[src/rtl/pll_div_pkg.sv]
// Shared types and helpers for the PLL divider model.
// The HOLD state is only reachable when PLL_STDBY_EN is defined.
package pll_div_pkg;

  typedef enum logic [1:0] {
    StLocking = 2'd0,
    StLocked  = 2'd1,
    StHold    = 2'd2
  } pll_state_e;

  // Ratios of 0 or 1 are raised to this value
  localparam int unsigned DIV_MIN = 2;

  function automatic int unsigned lock_cnt_width(int unsigned cycles);
    return $clog2(cycles + 1);
  endfunction

endpackage

[src/rtl/pll_div_chan.sv]
// One divided-clock channel: wrapping counter, ratio clamp and duty compare.
// Outputs are registered; run is the lock state the top will hold after this edge.
module pll_div_chan
  import pll_div_pkg::*;
#(
  parameter int unsigned DIV_W = 8
) (
  input  logic             clk,
  input  logic             rst_n,
  input  logic             run,
  input  logic             clr,
  input  logic [DIV_W-1:0] ratio,
  output logic             clk_out,
  output logic             clk_en
);

  logic [DIV_W-1:0] div_eff, half, cnt_nxt;
  logic [DIV_W-1:0] cnt_q, cnt_d;
  logic             active_q, active_d;
  logic             clk_out_q, clk_out_d;
  logic             clk_en_q, clk_en_d;

  always_comb begin
    div_eff = (ratio < DIV_W'(DIV_MIN)) ? DIV_W'(DIV_MIN) : ratio;
    half    = div_eff >> 1;
    // First running cycle starts at 0 so all channels come up phase-aligned
    cnt_nxt = '0;
    if (active_q && (cnt_q != div_eff - 1'b1)) begin
      cnt_nxt = cnt_q + 1'b1;
    end
    cnt_d     = cnt_nxt;
    active_d  = 1'b1;
    clk_out_d = (cnt_nxt < half);
    clk_en_d  = (cnt_nxt == div_eff - 1'b1);
    if (clr || !run) begin
      cnt_d     = '0;
      active_d  = 1'b0;
      clk_out_d = 1'b0;
      clk_en_d  = 1'b0;
    end
  end

  always_ff @(posedge clk or negedge rst_n) begin
    if (!rst_n) begin
      cnt_q     <= '0;
      active_q  <= 1'b0;
      clk_out_q <= 1'b0;
      clk_en_q  <= 1'b0;
    end else begin
      cnt_q     <= cnt_d;
      active_q  <= active_d;
      clk_out_q <= clk_out_d;
      clk_en_q  <= clk_en_d;
    end
  end

  assign clk_out = clk_out_q;
  assign clk_en  = clk_en_q;

endmodule

[config.mk]
export PLATFORM = sky130hd
export DESIGN_NAME = pll_div_chan
export DESIGN_NICKNAME = d
export VERILOG_FILES = /design/src/rtl/pll_div_pkg.sv /design/src/rtl/pll_div_chan.sv
export SDC_FILE = /design/constraint.sdc
export NUM_CORES = 1
export LEC_CHECK = 0
export ABC_AREA = 0
export CORE_ASPECT_RATIO = 1.5
export CORE_MARGIN = 2
export CORE_UTILIZATION = 54
export DETAILED_ROUTE_END_ITERATION = 10
export PLACE_DENSITY = 0.77
export SYNTH_ARGS = -nofsm -noshare
export SYNTH_HDL_FRONTEND = slang
export SYNTH_SLANG_ARGS = --single-unit
[constraint.sdc]
create_clock -name clk -period 6.21 [get_ports clk]
set_input_delay 0.621 -clock clk [delete_from_list [all_inputs] [get_ports clk]]
set_output_delay 0.621 -clock clk [all_outputs]
set_load 0.1 [all_outputs]
==> results_dict.tcl <==
set metrics [dict create \
    required_ps 6370 \
    grt_util_met1_pct 28.21 \
    slew_viol_final 0 \
    slowest_delay_ps 590 \
    swShare_pct 31.27 \
    gp_congestion 0.9434 \
    hp-class "input port to asynchronous set/reset pin" \
    rsz0062_at_grt "false" \
    syn-cell-area_um2 1241 \
    ys_types 40 \
    ys_seq_elements 11 \
    timing.fmax_mhz 202.8 \
    clkSlewWorstSetupHoldPaths_ps 60 \
    dieHeight_um 62.72 \
    clockBufferDepth 2 \
    crit_path_end_kind "flop" \
    cts.repair.resized 0 \
    gr-max-usage-layer "met2" \
    drc 0 \
    finalSetupViolations 0 \
    status "complete, no violations" \
    rows 21 \
    cts_sinks 11 \
    final_nets 184 \
    syn-instance-count 149 \
    hold_viol 0 \
    die_x_um 43.15 \
    hpwl_um 2723 \
    worstPathCellList "clkdlybuf4s50_1 -> nor4_4 -> a21o_1 -> ha_1 -> nor3b_1 -> xnor3_1 -> a31o_1 -> nor4_4 -> a21o_2 -> nor2_1 -> ha_1 -> a21o_1 -> a211oi_1 -> o21ai_0 -> nor4b_1" \
    p_clk_share_pct 27.2 \
    wl_um 3265 \
    drt_iter0_markers 49 \
    cts-root-buf "clkbuf_4" \
    syn_nets 169 \
    ys_seq_area_share_pct 22.18 \
    fin_area_um2 1415 \
    antenna_found_initial 0 \
    relSlewSlack_pct 35.34 \
    p_leak_nw 0.5714 \
    drive_above_1_share_pct 6.748 \
    tns_ps 0 \
    drtPass1Iterations 4 \
    critical_path.reg2reg.startpoint "cnt_q[5]" \
    worst_pin_slew_ps 966.9 \
    cp.arrival_ps 5090 \
    grtUsageMet2_pct 46.46 \
    vias 1207 \
    cts_tree "built" \
    layout-area-overhead-vs-synth_pct 14.01 \
    fin_crit_sh_pct 79.40 \
    ioPinCount 14 \
    cts-buffers-inserted 3 \
    avgSynthCellArea_um2 8.330 \
    max_cap_viol_count 0 \
    io_buffers 13 \
    finalPower_uw 172.0 \
    grt_max_degree 17 \
    post_drt_wl_per_cell_um 17.55 \
    power_density_nw_per_um2 121.5 \
    met3_usage_pct 4.046 \
    startpoint "ratio[4]" \
    clock_latency_ps 270 \
    yosys_warnings 0 \
    antenna_cells 0 \
    ctsHoldBuffers 0 \
    core-area_um2 2207 \
    peakVddDrop_mv 0.1134 \
    fin_worst_skew_ps 0.8544 \
    drt-vias-per-instance 6.489 \
    p_sw_uw 53.78 \
    p_int_uw 118.2 \
    dieArea_um2 2706 \
    overflow 0 \
    seqPwrFrac_pct 42.7 \
    slowest_stage "clkdlybuf4s50_1" \
    grt_pass1_vias 1292 \
    p_comb_share_pct 30.1 \
    layout_min_cycle_time_ps 4931 \
    critPathKind "input port to flop" \
    ant_nets 0 \
    worst-path-max-fanout 16 \
    critPathLaunchType "input port" \
    grt_pass1_wl_um 5554 \
    htree_levels 1 \
    cts_setup_buffers 0 \
    dpl_cell_area_um2 1389 \
    grt_usage_pct 27.29 \
    start_util_pct 56.24 \
]
synthesized netlist by cell type:
cell	number	area [um2]
inv_1	14	52.55
xnor2_1	14	122.6
nor2_1	13	48.80
nor3_1	13	65.06
dfrtp_1	11	275.3
ha_1	8	100.1
a21oi_1	7	35.03
nand2_1	7	26.28
a211oi_1	4	30.03
nand2b_1	4	25.02
nand3_1	4	20.02
o21ai_0	4	20.02
xor2_1	4	35.03
a21o_1	3	22.52
and2_1	3	18.77
clkbuf_1	3	11.26
nor3b_1	3	22.52
a2111oi_0	2	17.52
a211o_1	2	17.52
a221oi_1	2	17.52
nor4_1	2	12.51
nor4_4	2	42.54
nor4b_1	2	17.52
or4_1	2	15.01
a2111oi_4	1	27.53
a21o_2	1	8.760
a31o_1	1	8.760
and3_1	1	6.260
nor2b_1	1	6.260
o211a_1	1	10.01
o211ai_1	1	7.510
o21bai_1	1	7.510
o221a_2	1	11.26
o22a_1	1	8.760
o22ai_2	1	12.51
o311ai_1	1	8.760
or2_2	1	6.260
or3_1	1	6.260
or4_4	1	11.26
xnor3_1	1	22.52
per-stage QoR:
| step | worst slack [ps] | util (%) | hold slack (ps) | cells |
|---|---|---|---|---|
| 5_1_grt | 913.0 | 64.12 | 708.6 | 186 |
| 3_5_place_dp | 1012 | 62.93 | 736.9 | 182 |
| 2_1_floorplan | 1828 | - | 325.4 | 149 |
| 4_1_cts | 1315 | 64.12 | 676.8 | 186 |
| 3_3_place_gp | 1209 | 62.93 | 725.1 | 182 |
| 6_report | 1279 | 64.12 | 673.2 | 186 |
flip-flops by register name (all words and copies together), names as in the netlist:
register / count
clk_en: 1
clk_out: 1
cnt_q: 8
active_q: 1
power groups by stage:
stage               sequential, mW  combinational, mW  clock [mW]
floorplan                   0.0771             0.0303           0
global placement            0.0747             0.0497           0
detailed placement          0.0748             0.0510           0
CTS                         0.0734             0.0513      0.0502
global route                0.0735             0.0561      0.0544
finish                      0.0735             0.0518      0.0467
cells by family after synthesis:
logic type      after synthesis  share of synthesized area (%)
simple gates                 60                          28.23
compound gates               34                          21.88
xor+xnor                     19                          14.52
buf+inv                      17                          5.141
fa+ha+maj                     8                          8.065
flops                        11                          22.18
final cells by class:
type                    count  area [um2]
clock buffers               4       26.28
fillers                   201       792.0
inverters                  14       52.55
multi-input cells         121       902.1
flip-flops and latches     11       275.3
well taps                  23       28.78
repair buffers             13       130.1
metal layers:
metal / vias up / wire length [um]
met4: 0 / 153
li1: 573 / -
met2: 46 / 1739
met1: 574 / 1221
met3: 14 / 150
met5: - / 0
worst paths after layout:
| path | depth (start not counted) | end | slack [ps] |
|---|---|---|---|
| max in group asynchronous | 1 | cnt_q[5] | 5220 |
| min | 1 | cnt_q[0] | 670 |
| min reg2reg | 2 | cnt_q[4] | 740 |
| max reg2reg | 11 | clk_out | 3030 |
| max | 15 | clk_out | 1280 |
| min in group clk | 2 | cnt_q[4] | 740 |
critical path, delay by kind of cell:
family                   cells  cell delay, ps
AO/OA/AOI/OAI                6            1390
XOR/XNOR                     1             280
AND/OR/NAND/NOR              5            1600
buffers and inverters        1             590
adder cells (fa/ha/maj)      2             590
cell usage in the layout, fill, tap and decap left out, drive strengths merged, types with 7 or more instances in the layout:
cell           count
a21oi              7
clkdlybuf4s50     13
dfrtp             11
ha                 8
inv               14
nand2              7
nor2              13
nor3              13
xnor2             14
Power figures use the tool's default switching activity.
